<file path="config.mk">
export PLATFORM = sky130hd
export DESIGN_NAME = checker_engine
export DESIGN_NICKNAME = d
export VERILOG_FILES = /design/src/rtl/checker_engine.sv
export SDC_FILE = /design/constraint.sdc
export NUM_CORES = 1
export LEC_CHECK = 0
export ABC_AREA = 1
export BUFFER_PORTS_ARGS = -buffer_cell sky130_fd_sc_hd__buf_2
export CAP_MARGIN = 0
export CORE_AREA = 2 2 176 178
export CTS_CLUSTER_DIAMETER = 40
export DETAILED_ROUTE_END_ITERATION = 8
export DIE_AREA = 0 0 178 180
export SETUP_SLACK_MARGIN = 0.5
export SYNTH_ARGS = -nofsm -noshare
export SYNTH_HDL_FRONTEND = slang
export SYNTH_SLANG_ARGS = --single-unit
</file>
<file path="constraint.sdc">
create_clock -name sys_clk -period 3.2 [get_ports sys_clk]
set_clock_uncertainty 0.2 [all_clocks]
set_input_delay 0.16 -clock sys_clk [delete_from_list [all_inputs] [get_ports sys_clk]]
set_output_delay 0.16 -clock sys_clk [all_outputs]
set_load 0.01 [all_outputs]
</file>
<file path="src/rtl/checker_engine.sv">
// checker_engine: execution stage behind checker_ctlif.
// It runs one check per start request. The check is either a timed dummy run
// or a sequential 64-bit read sweep that builds an XOR checksum. The bus
// master has a single outstanding strobe/ack request.
// Optional build macro: CHECKER_TIMEOUT_EN adds an ack watchdog in REQ.
module checker_engine #(
  parameter int unsigned WORDS          = 16,
  parameter int unsigned DUMMY_CYCLES   = 8,
  parameter int unsigned TIMEOUT_CYCLES = 1024
) (
  input  logic        sys_clk,
  input  logic        sys_rst,
  input  logic [1:0]  cmode,
  input  logic        cstart,
  input  logic [63:0] caddr,
  output logic        cend,
  output logic [7:0]  cctrl,
  output logic [63:0] cresult,
  output logic [63:0] m_adr,
  output logic        m_stb,
  input  logic        m_ack,
  input  logic [63:0] m_dat_i
);

  typedef enum logic [2:0] {S_IDLE, S_DUMMY, S_REQ, S_DONE, S_HOLD} state_t;

  // Completion flags, laid out to match cctrl[4:0].
  typedef struct packed {
    logic bad_mode;
    logic misaligned;
    logic timeout;
    logic abort;
    logic ok;
  } status_t;

  localparam logic [1:0] MODE_DUMMY = 2'd0;
  localparam logic [1:0] MODE_READ  = 2'd1;

  state_t      state_q, state_d;
  logic [1:0]  mode_q, mode_d;
  logic [63:0] adr_q, adr_d;
  logic        stb_q, stb_d;
  logic [63:0] acc_q, acc_d;
  logic [31:0] cnt_q, cnt_d;
  logic        abort_q, abort_d;
  status_t     status_q, status_d;
  logic        cend_q, cend_d;
  logic [7:0]  cctrl_q, cctrl_d;
  logic [63:0] cresult_q, cresult_d;
  logic        abort_now;
`ifdef CHECKER_TIMEOUT_EN
  logic [31:0] wd_q, wd_d;
`endif

  // A stop request can come from the sticky flag or from the current cycle.
  assign abort_now = abort_q | ~cstart;

  // Next-state and datapath updates for every FSM state.
  always_comb begin
    // NOTE: every signal gets a default before the case, so no path leaves it
    // unassigned and no latch is inferred.
    state_d   = state_q;
    mode_d    = mode_q;
    adr_d     = adr_q;
    stb_d     = stb_q;
    acc_d     = acc_q;
    cnt_d     = cnt_q;
    abort_d   = abort_q;
    status_d  = status_q;
    cend_d    = 1'b0;
    cctrl_d   = cctrl_q;
    cresult_d = cresult_q;
`ifdef CHECKER_TIMEOUT_EN
    wd_d      = wd_q;
`endif
    unique case (state_q)
      S_IDLE: begin
        if (cstart) begin
          mode_d    = cmode;
          adr_d     = caddr;
          acc_d     = '0;
          cnt_d     = '0;
          abort_d   = 1'b0;
          status_d  = '0;
          cctrl_d   = '0;
          cresult_d = '0;
`ifdef CHECKER_TIMEOUT_EN
          wd_d      = '0;
`endif
          if (cmode[1]) begin
            status_d.bad_mode = 1'b1;
            state_d           = S_DONE;
          end else if (cmode == MODE_READ && caddr[2:0] != 3'd0) begin
            status_d.misaligned = 1'b1;
            state_d             = S_DONE;
          end else if (cmode == MODE_DUMMY) begin
            state_d = S_DUMMY;
          end else begin
            stb_d   = 1'b1;
            state_d = S_REQ;
          end
        end
      end
      S_DUMMY: begin
        cnt_d = cnt_q + 32'd1;
        // An expiring count wins over a stop request in the same cycle.
        if (cnt_d == DUMMY_CYCLES) begin
          status_d.ok = 1'b1;
          state_d     = S_DONE;
        end else if (!cstart) begin
          status_d.abort = 1'b1;
          state_d        = S_DONE;
        end
      end
      S_REQ: begin
        // The request is never retracted. A stop only takes effect at the next ack.
        if (!cstart) abort_d = 1'b1;
        if (m_ack) begin
          acc_d = acc_q ^ m_dat_i;
          adr_d = adr_q + 64'd8;
          cnt_d = cnt_q + 32'd1;
`ifdef CHECKER_TIMEOUT_EN
          wd_d  = '0;
`endif
          if (cnt_q == WORDS - 32'd1) begin
            status_d.ok = 1'b1;
            stb_d       = 1'b0;
            state_d     = S_DONE;
          end else if (abort_now) begin
            status_d.abort = 1'b1;
            stb_d          = 1'b0;
            state_d        = S_DONE;
          end
        end
`ifdef CHECKER_TIMEOUT_EN
        else if (wd_q + 32'd1 == TIMEOUT_CYCLES) begin
          status_d.timeout = 1'b1;
          stb_d            = 1'b0;
          state_d          = S_DONE;
        end else begin
          wd_d = wd_q + 32'd1;
        end
`endif
      end
      S_DONE: begin
        cend_d    = 1'b1;
        cctrl_d   = {1'b0, mode_q, status_q};
        cresult_d = acc_q;
        state_d   = S_HOLD;
      end
      S_HOLD: begin
        // A start level left high must not restart the engine.
        if (!cstart) state_d = S_IDLE;
      end
      default: state_d = S_IDLE;
    endcase
  end

  // State register with synchronous active-low reset.
  always_ff @(posedge sys_clk) begin
    // NOTE: non-blocking assignments, so every register updates from the
    // values it had before the edge.
    if (!sys_rst) begin
      state_q   <= S_IDLE;
      mode_q    <= '0;
      adr_q     <= '0;
      stb_q     <= 1'b0;
      acc_q     <= '0;
      cnt_q     <= '0;
      abort_q   <= 1'b0;
      status_q  <= '0;
      cend_q    <= 1'b0;
      cctrl_q   <= '0;
      cresult_q <= '0;
`ifdef CHECKER_TIMEOUT_EN
      wd_q      <= '0;
`endif
    end else begin
      state_q   <= state_d;
      mode_q    <= mode_d;
      adr_q     <= adr_d;
      stb_q     <= stb_d;
      acc_q     <= acc_d;
      cnt_q     <= cnt_d;
      abort_q   <= abort_d;
      status_q  <= status_d;
      cend_q    <= cend_d;
      cctrl_q   <= cctrl_d;
      cresult_q <= cresult_d;
`ifdef CHECKER_TIMEOUT_EN
      wd_q      <= wd_d;
`endif
    end
  end

  assign cend    = cend_q;
  assign cctrl   = cctrl_q;
  assign cresult = cresult_q;
  assign m_adr   = adr_q;
  assign m_stb   = stb_q;

endmodule

</file>
==> results of run 1 <==
==> worst max-delay path: stages (launching register included) <==
cell      delay, ns
dfxtp_1        0.43
nand2_1        0.12
nor2_2         0.19
nand4_2        0.25
nor2_4         0.21
nand2_2        0.11
nor2_4         0.16
nand4_1        0.27
o21bai_1       0.24
nand3_1        0.09
a31oi_1        0.15
==> where the power goes <==
part,total (mW),internal (mW),switching [mW]
clock,4.27,2.75,1.52
combinational,3.87,1.32,2.55
sequential,4.12,3.56,0.562
==> per-layer routing <==
layer,vias to the layer above,part of all wire,wire length (um),GRT usage
li1,6478,-,-,-
met1,5875,0.45,17720,0.3080
met4,2,0.032,1264,0.08525
met3,84,0.067,2637,0.05626
met2,388,0.45,17710,0.3868
met5,-,0.00023,9,0
==> path summary, 6_finish.rpt <==
check             slack [ns]  depth (start not counted)  startpoint        end
setup / recovery        0.69                         10    m_adr[8]  m_adr[56]
hold / removal          0.05                          5       m_ack      m_stb
setup reg to reg        0.69                         10    m_adr[8]  m_adr[56]
hold reg to reg         0.25                          1    acc_q[4]   acc_q[4]
==> registers in the layout, indices dropped and copies added, names as in the netlist <==
signal    flops
acc_q        64
cresult      64
m_adr        64
cnt_q        32
cctrl         5
state_q       3
status_q      3
mode_q        2
abort_q       1
cend          1
m_stb         1
==> cells in the mapped netlist (2+ instances only) <==
master / number
nand2_1: 441
dfxtp_1: 240
inv_1: 234
o21ai_0: 150
nor2_1: 120
a21oi_1: 115
o22ai_1: 62
clkbuf_1: 50
nand3_1: 50
a31oi_1: 47
xor2_1: 38
nor3_1: 35
nand4_1: 21
xnor2_1: 20
buf_2: 14
nor2_2: 14
nor4_1: 14
nand3b_1: 13
nor2_4: 8
inv_2: 6
nand2_2: 6
nand3_2: 6
buf_1: 5
buf_4: 3
ha_1: 3
nand2_4: 3
o21bai_1: 3
a211oi_1: 2
a21oi_2: 2
and3_1: 2
clkinv_1: 2
nand4_2: 2
nor2_8: 2
o211ai_1: 2
or2_2: 2
==> repair_timing <==
action | in CTS | in global routing
hold endpoints to repair | 138 | 0
buffers inserted | 0 | 1
hold buffers | 137 | 0
setup endpoints to repair | 0 | 53
resized for setup | 0 | 16
==> cell families after synthesis <==
logic type,after synthesis,share of synthesized area
simple gates,742,0.2737
compound gates,388,0.1771
buf+inv,314,0.1011
flops,240,0.4021
xor+xnor,58,0.04252
fa+ha+maj,3,0.003142
other cells,1,0.0003139
==> stage by stage <==
step                hold slack (ns)  instances
floorplan                   0.09490       1747
global placement             0.2012       2357
detailed placement           0.2026       2357
CTS                         0.04052       2564
global route                0.07675       2565
finish                      0.04664       2565
==> final cells by class <==
type                            instances  share of cell area
Clock buffer                           45             0.06311
Timing Repair Buffer                  424              0.1766
Inverter                              242             0.05535
Sequential cell                       240              0.2920
Tap cell                              396             0.03011
Multi-Input combinational cell       1193              0.3648
Clock inverter                         25             0.01794
==> impl_metrics.json, run 1 <==
{
  "status": "finished clean",
  "num_rows": 64,
  "start_util": 0.3958,
  "drtIter0Drc": 821,
  "synth-seq-cells": 240,
  "register_area_mm2": 0.004806,
  "grt_pass1_wl_um": 62860,
  "drt_wl_total_um": 39340,
  "yosysUniqueCellTypes": 44,
  "clock-sinks": 240,
  "htree_levels": 2,
  "required_ns": 3.43,
  "netlist_instances": 1746,
  "synth_area_leader_cell": "dfxtp_1",
  "num_vias": 12827,
  "cts_inserted_buffers": 38,
  "crit_type": "reg -> reg",
  "antenna_cells": 0,
  "slew_violations": 0,
  "synth-warning-count": 0,
  "cts_root_buffer": "clkbuf_16",
  "antenna_found_initial": 1,
  "rsz0062_at_grt": "true",
  "fin_tns_setup_ns": 0,
  "cp_max_fo": 5,
  "netlist.area_leader.share": 0.4021,
  "final_area_mm2": 0.01646,
  "final_common_cell": "nand2_1",
  "vdd_drop_max_uv": 480.0,
  "synth_edf_count": 0,
  "setup_viol": 0,
  "period_share": 0.7854,
  "ant_nets": 0,
  "netlist_top_cells_area": "dfxtp_1 40%, nand2_1 14%, inv_1 7.4%, o21ai_0 6.3%, a21oi_1 4.8%",
  "nFillCells": 2923,
  "place.port_buffers": 269,
  "synthArstFlopShare": 0,
  "setup.worst_path.end_class": "flop",
  "clkLatencyLatePin_ns": 0.52,
  "tritoncts": "yes",
  "drive_above_1_share": 0.1932,
  "arrival_ns": 2.74,
  "min_path_type": "in -> reg",
  "cts.clk_slew.worst_paths_ns": 0.05,
  "worst_slack_ns": 0.6866,
  "finalHoldViolCount": 0,
  "die_w_um": 178,
  "power_mw": 12.26,
  "area_growth_pct": 37.73,
  "dieHeight_um": 180,
  "p_leak_nw": 6.889,
  "wl_per_cell_um": 15.34,
  "via_per_inst": 5.001,
  "syn_area_mm2": 0.01195,
  "drc_errors": 0,
  "relSlewSlack": 0.5301,
  "multi_input_area_mm2": 0.006003,
  "hpwl_um": 27650,
  "tightestPinTransition_ns": 0.7039,
  "grt_max_degree": 69,
  "die_area_mm2": 0.03204,
  "dr.pass1.iters": 5,
  "grt_pass1_vias": 12388,
  "fmax_mhz": 397.9,
  "startpoint_type": "flop",
  "min_period_ns": 2.513,
  "powerDensity_mw_per_mm2": 744.8,
  "ys_seq_area_frac": 0.4021,
  "clk_path_buf_depth": 3,
  "post-route-util": 0.5451,
  "syn_area_per_cell_um2": 6.843,
  "nets": 2276,
  "most-common-layout-cells": "439 x nand2_1, 269 x buf_2, 239 x dfxtp_1, 233 x inv_1, 150 x o21ai_0",
  "grt_overflow": 0,
  "postPlaceCellArea_mm2": 0.01368,
  "grt_usage": 0.2386,
  "dp_slack_ns": 0.5478,
  "io-pin-count": 272,
  "ys.flop_type": "dfxtp_1",
  "maxCapViolations": 0,
  "gp_congestion": 0.9532,
  "coreArea_mm2": 0.03019
}
Power figures use the tool's default switching activity.
==> run 2, diff against run 1 <==
==> constraint.sdc (replaced) <==
create_clock -name sys_clk -period 2.4 [get_ports sys_clk]
set_clock_uncertainty 0.2 [all_clocks]
set_input_delay 0.12 -clock sys_clk [delete_from_list [all_inputs] [get_ports sys_clk]]
set_output_delay 0.12 -clock sys_clk [all_outputs]
set_load 0.01 [all_outputs]
==> run 2 against run 1 <==
Clock-buffer cell count grew 9. Core utilization grew 14 points. Total power grew 79%. Register-to-register slack lost 0.61 ns. Die area is the same. Sequential share of layout area shrank 5.4 points. Via count grew 14%. Setup slack lost 0.61 ns. Cell area grew 26%. Combinational power grew to 2.7 times the previous value. Sequential power grew 37%. Worst hold slack gained 0.036 ns.
==> impl_metrics.json, run 2 (synthesis results as in run 1) <==
{
  "status": "finished clean",
  "setup.worst_path.end_class": "flop",
  "dr.pass1.iters": 6,
  "cts_inserted_buffers": 42,
  "gp_congestion": 0.8968,
  "wl_met2_um": 23740,
  "wl_met3_um": 4024,
  "die_w_um": 178,
  "min_path_type": "in -> reg",
  "grt_pass1_wl_um": 73120,
  "die_area_mm2": 0.03204,
  "grt_usage": 0.2836,
  "finalHoldViolCount": 0,
  "tightestPinTransition_ns": 0.9028,
  "rsz0062_at_grt": "true",
  "slowest_stage": "dfxtp_4",
  "p_leak_nw": 8.950,
  "final_common_cell": "nand2_1",
  "r2r-end": "m_adr[53]",
  "coreArea_mm2": 0.03019,
  "fmax_mhz": 430.6,
  "setup_viol": 0,
  "start_util": 0.3958,
  "startpoint_type": "flop",
  "required_ns": 2.61,
  "area_growth_pct": 73.28,
  "num_vias": 14574,
  "hpwl_um": 27730,
  "via_per_inst": 5.275,
  "placed_cells": 2405,
  "critical_path_cell_count": 14,
  "antenna_cells": 0,
  "relSlewSlack": 0.3981,
  "wl_per_cell_um": 18.27,
  "multi_input_area_mm2": 0.007662,
  "fin_tns_setup_ns": 0,
  "drtIter0Drc": 1056,
  "tritoncts": "yes",
  "grt_overflow": 0,
  "clkLatencyLatePin_ns": 0.54,
  "ant_nets": 0,
  "hp-start": "m_ack",
  "crit_family": "simple AND/OR/NAND/NOR gates",
  "crit_path_cell_trace": "ha_4, nand2_4, nor2_4, nand2_4, nor2_4, nand4_4, nor2_4, nand2_2, nor2_4, nand2_2, xor2_1, nand2_1, o21ai_1, a21oi_1",
  "drive_above_1_share": 0.4026,
  "drt_wl_total_um": 50470,
  "nFillCells": 2251,
  "crit_start": "m_adr[3]",
  "instances_no_fill": 2763,
  "cts_root_buffer": "clkbuf_16",
  "slew_violations": 0,
  "drc_errors": 0,
  "post-route-util": 0.6858,
  "io-pin-count": 272,
  "cpMostUsedCell": "nor2_4",
  "num_rows": 64,
  "clk_path_buf_depth": 3,
  "max_stage_delay_ns": 0.36,
  "powerDensity_mw_per_mm2": 1061,
  "antenna_found_initial": 0,
  "timing.rr.start": "m_adr[3]",
  "wl_met1_um": 20320,
  "top_layer_used": "met4",
  "clock-sinks": 240,
  "register_area_mm2": 0.004925,
  "r2r_setup_slack_ns": 0.08,
  "htree_levels": 2,
  "cts.clk_slew.worst_paths_ns": 0.05,
  "crit_type": "reg -> reg",
  "cp_max_fo": 3,
  "grt_pass1_vias": 13959,
  "place.port_buffers": 269,
  "period_share": 0.9677,
  "most-common-layout-cells": "361 x nand2_1, 269 x buf_2, 219 x inv_1, 182 x dfxtp_1, 132 x dlygate4sd3_1",
  "nets": 2473,
  "ff2ff_path_depth": 14,
  "crit_path_end": "m_adr[53]",
  "power_mw": 21.97,
  "dieHeight_um": 180,
  "critPathBufInv": 0,
  "maxCapViolations": 0,
  "vdd_drop_max_uv": 669.0,
  "min_period_ns": 2.323,
  "grt_max_degree": 70,
  "arrival_ns": 2.54
}
[run 2: changes by cell type in the layout (fill, tap and decap cells not counted), moves of 37 or more]
cell / delta
o21ai_2: +69
buf_6: +38
o21ai_0: -97
dfxtp_1: -57
buf_4: +113
nand2_4: +49
dfxtp_2: +38
nor2_1: -37
nand2_1: -78
[run 2: layout make-up]
type | count | share of cell area
sequential | 240 | 0.2379
tap | 396 | 0.02393
multi-input combinational | 1193 | 0.3701
clock buffer | 54 | 0.05542
clock inverter | 21 | 0.01275
timing repair buffer | 617 | 0.2543
inverter | 242 | 0.04557
[run 2: worst min path at each step]
stage	end	depth (start not counted)
floorplan	m_adr[0]	2
global placement	m_adr[0]	3
detailed placement	m_adr[0]	3
CTS	m_adr[6]	5
global route	m_adr[7]	5
finish	m_adr[6]	5
[run 2: layer usage]
layer,vias to the layer above,track usage
met1,6772,0.3544
met3,187,0.06451
met5,-,0
met2,702,0.4664
li1,6913,-
met4,0,0.1207
[run 2: what timing repair did]
| item | in CTS | in global routing |
|---|---|---|
| hold buffers | 132 | 0 |
| pin swaps | 80 | 117 |
| setup endpoints to repair | 233 | 233 |
| setup buffers | 92 | 31 |
| gates resized for setup | 362 | 290 |
| hold endpoints to repair | 139 | 0 |
| gates cloned | 25 | 3 |
[run 2: worst register-to-register path: stages, from the launching register on]
cell     delay (ns)
dfxtp_4        0.36
ha_4           0.15
nand2_4        0.06
nor2_4         0.13
nand2_4        0.10
nor2_4         0.15
nand4_4        0.13
nor2_4         0.17
nand2_2        0.10
nor2_4         0.21
nand2_2        0.08
xor2_1         0.15
nand2_1        0.06
o21ai_1        0.08
a21oi_1        0.07
[run 2: where the power goes]
part | leakage (nW) | switching, mW | internal [mW]
Clock | 0.676 | 2.17 | 3.83
Combinational | 6.29 | 5.62 | 4.69
Sequential | 1.98 | 0.793 | 4.86
Total | 8.95 | 8.58 | 13.4
[run 2: through the flow]
stage          setup WS, ns  cell area [um^2]  hold slack (ns)
2_1_floorplan        0.2887             12070          0.05490
3_3_place_gp       -0.02919             14150           0.1591
3_5_place_dp      -0.004762             14150           0.1690
4_1_cts              0.1132             19370          0.05794
5_1_grt            -0.06512             20700          0.08710
6_report            0.07750             20700          0.08279
==> run 3, diff against run 2 <==
--- a/config.mk
+++ b/config.mk
@@ -6,7 +6,7 @@
 export NUM_CORES = 1
 export LEC_CHECK = 0
 export ABC_AREA = 1
-export BUFFER_PORTS_ARGS = -buffer_cell sky130_fd_sc_hd__buf_2
+export BUFFER_PORTS_ARGS = -buffer_cell sky130_fd_sc_hd__clkbuf_2
 export CAP_MARGIN = 0
 export CORE_AREA = 2 2 176 178
 export CTS_CLUSTER_DIAMETER = 40
==> constraint.sdc (replaced) <==
create_clock -name sys_clk -period 3 [get_ports sys_clk]
set_clock_uncertainty 0.2 [all_clocks]
set_input_delay 0.15 -clock sys_clk [delete_from_list [all_inputs] [get_ports sys_clk]]
set_output_delay 0.15 -clock sys_clk [all_outputs]
set_load 0.01 [all_outputs]
==> run 3 against run 2 <==
Routed wire length shrank 22%. Via count is 12% lower. Combinational power decreased by 59%.
==> impl_metrics.json, run 3 (synthesis results as in run 1) <==
{
  "drive_above_1_share": 0.2139,
  "period_share": 0.8111,
  "area_growth_pct": 40.15,
  "register_area_mm2": 0.004833,
  "internal_power_mw": 8.214,
  "antenna_cells": 0,
  "clock-sinks": 240,
  "antenna_found_initial": 0,
  "p_leak_nw": 6.935,
  "p_switching_mw": 5.154,
  "htree_levels": 2,
  "arrival_ns": 2.68,
  "grt_usage": 0.2423,
  "min_period_ns": 2.433,
  "drtIter0Drc": 963,
  "timing.rr.start": "m_adr[3]",
  "wl_per_cell_um": 15.36,
  "hpwl_um": 27770,
  "crit_family": "simple AND/OR/NAND/NOR gates",
  "clk_path_buf_depth": 3,
  "cts_inserted_buffers": 40,
  "num_rows": 64,
  "max_stage_delay_ns": 0.36,
  "p_sw_frac": 0.3855,
  "crit_start": "m_adr[3]",
  "crit_path_cell_trace": "ha_1, nand2_1, nor2_4, nand2_4, inv_2, nand2_1, nor2_2, nand3_2, nor2_2, nand2_2, nor2_4, nand3_1, nand2_1, nand3_1, a31oi_1",
  "r2r_setup_slack_ns": 0.57,
  "drc_errors": 0,
  "tightestPinTransition_ns": 0.7629,
  "vdd_drop_max_uv": 510.2,
  "grt_pass1_wl_um": 63890,
  "place.port_buffers": 269,
  "dieHeight_um": 180,
  "crit_type": "reg -> reg",
  "relSlewSlack": 0.4914,
  "via_per_inst": 4.996,
  "power_frac_comb": 0.317,
  "fin_tns_setup_ns": 0,
  "hp-start": "m_ack",
  "required_ns": 3.25,
  "whs_path_depth": 5,
  "gp_congestion": 0.9438,
  "hold-path-endpoint": "m_stb",
  "ant_nets": 0,
  "grt_max_degree": 99,
  "critPathBufInv": 1,
  "cts.clk_slew.worst_paths_ns": 0.05,
  "dr.pass1.iters": 5,
  "cp_max_fo": 5,
  "drt_wl_total_um": 39610,
  "grt_pass1_vias": 12591,
  "r2r-end": "m_adr[55]",
  "multi_input_area_mm2": 0.006102,
  "power_mw": 13.37,
  "grt_overflow": 0,
  "final_common_cell": "nand2_1",
  "seq_power_share": 0.331,
  "fmax_mhz": 411.0,
  "num_vias": 12884,
  "startpoint_type": "flop",
  "powerDensity_mw_per_mm2": 798.3,
  "setup.worst_path.end_class": "flop",
  "rsz0062_at_grt": "true",
  "slew_violations": 0,
  "nets": 2289,
  "cpMostUsedCell": "nand2_1",
  "slowest_stage": "dfxtp_2",
  "die_area_mm2": 0.03204,
  "cts_root_buffer": "clkbuf_16",
  "setup_viol": 0,
  "finalHoldViolCount": 0,
  "die_w_um": 178,
  "most-common-layout-cells": "438 x nand2_1, 269 x clkbuf_2, 232 x inv_1, 219 x dfxtp_1, 149 x o21ai_0",
  "coreArea_mm2": 0.03019,
  "status": "finished clean",
  "ff2ff_path_depth": 15,
  "hold_ws_ns": 0.02736,
  "power_frac_clock": 0.353,
  "nFillCells": 2874,
  "tritoncts": "yes",
  "start_util": 0.3958,
  "clkLatencyLatePin_ns": 0.53,
  "maxCapViolations": 0,
  "io-pin-count": 272,
  "min_path_type": "in -> reg"
}
run 3: cell types whose count changed in the layout (fill, tap and decap cells not counted), moves of 37 or more:
cell      before  now
buf_2        269    0
buf_4        126   24
buf_6         39    1
clkbuf_2       0  269
dfxtp_1      182  219
nand2_1      361  438
nand2_4       52    4
o21ai_0       53  149
o21ai_2       69    0
run 3: worst max path at each step:
| stage | end | slack, ns | cells past startpoint |
|---|---|---|---|
| floorplan | m_adr[53] | 0.78 | 14 |
| global placement | m_adr[55] | 0.40 | 15 |
| detailed placement | m_adr[55] | 0.35 | 15 |
| CTS | m_adr[55] | 0.51 | 15 |
| global route | m_adr[43] | 0.38 | 14 |
| finish | m_adr[55] | 0.57 | 15 |
run 3: metal layers:
layer / global-route usage / up-vias / wire length [um]
met5: 0 / - / 0
met4: 0.08328 / 0 / 1264
met3: 0.05732 / 85 / 2887
met2: 0.3930 / 417 / 17810
met1: 0.3138 / 5858 / 17650
li1: - / 6524 / -
run 3: what timing repair did:
action / 4_1_cts / 5_1_grt
setup buffers: 0 / 6
hold buffers: 137 / 0
endpoints found under the hold margin: 138 / 0
endpoints found under the setup margin: 4 / 57
resized for setup: 6 / 59
cloned: 0 / 1
pin swaps: 1 / 11
run 3: per-stage QoR:
step / utilization / area, um^2 / setup WS, ns / std cells
CTS: 0.5466 / 16500 / 0.5076 / 2572
global placement: 0.4541 / 13710 / 0.3993 / 2362
finish: 0.5547 / 16740 / 0.5668 / 2579
global route: 0.5547 / 16740 / 0.3825 / 2579
detailed placement: 0.4541 / 13710 / 0.3505 / 2362
floorplan: - / 11950 / 0.7768 / 1747
run 3: power by group through the flow:
stage	logic, mW	registers [mW]	clock network, mW
5_1_grt	4.74	4.49	4.95
4_1_cts	4.14	4.39	4.80
3_3_place_gp	3.93	4.44	0
3_5_place_dp	3.96	4.45	0
6_report	4.23	4.42	4.71
2_1_floorplan	2.52	4.44	0
run 3: worst register-to-register path: stages (launching register included):
cell	delay [ns]
dfxtp_2	0.36
ha_1	0.16
nand2_1	0.10
nor2_4	0.18
nand2_4	0.10
inv_2	0.09
nand2_1	0.09
nor2_2	0.16
nand3_2	0.12
nor2_2	0.14
nand2_2	0.10
nor2_4	0.17
nand3_1	0.09
nand2_1	0.08
nand3_1	0.07
a31oi_1	0.15
run 3: cell type report:
cell class                      count  share of cell area
Sequential cell                   240              0.2887
Clock inverter                     27             0.01995
Multi-Input combinational cell   1193              0.3644
Clock buffer                       46             0.06359
Tap cell                          396             0.02959
Inverter                          242             0.05455
Timing Repair Buffer              435              0.1793
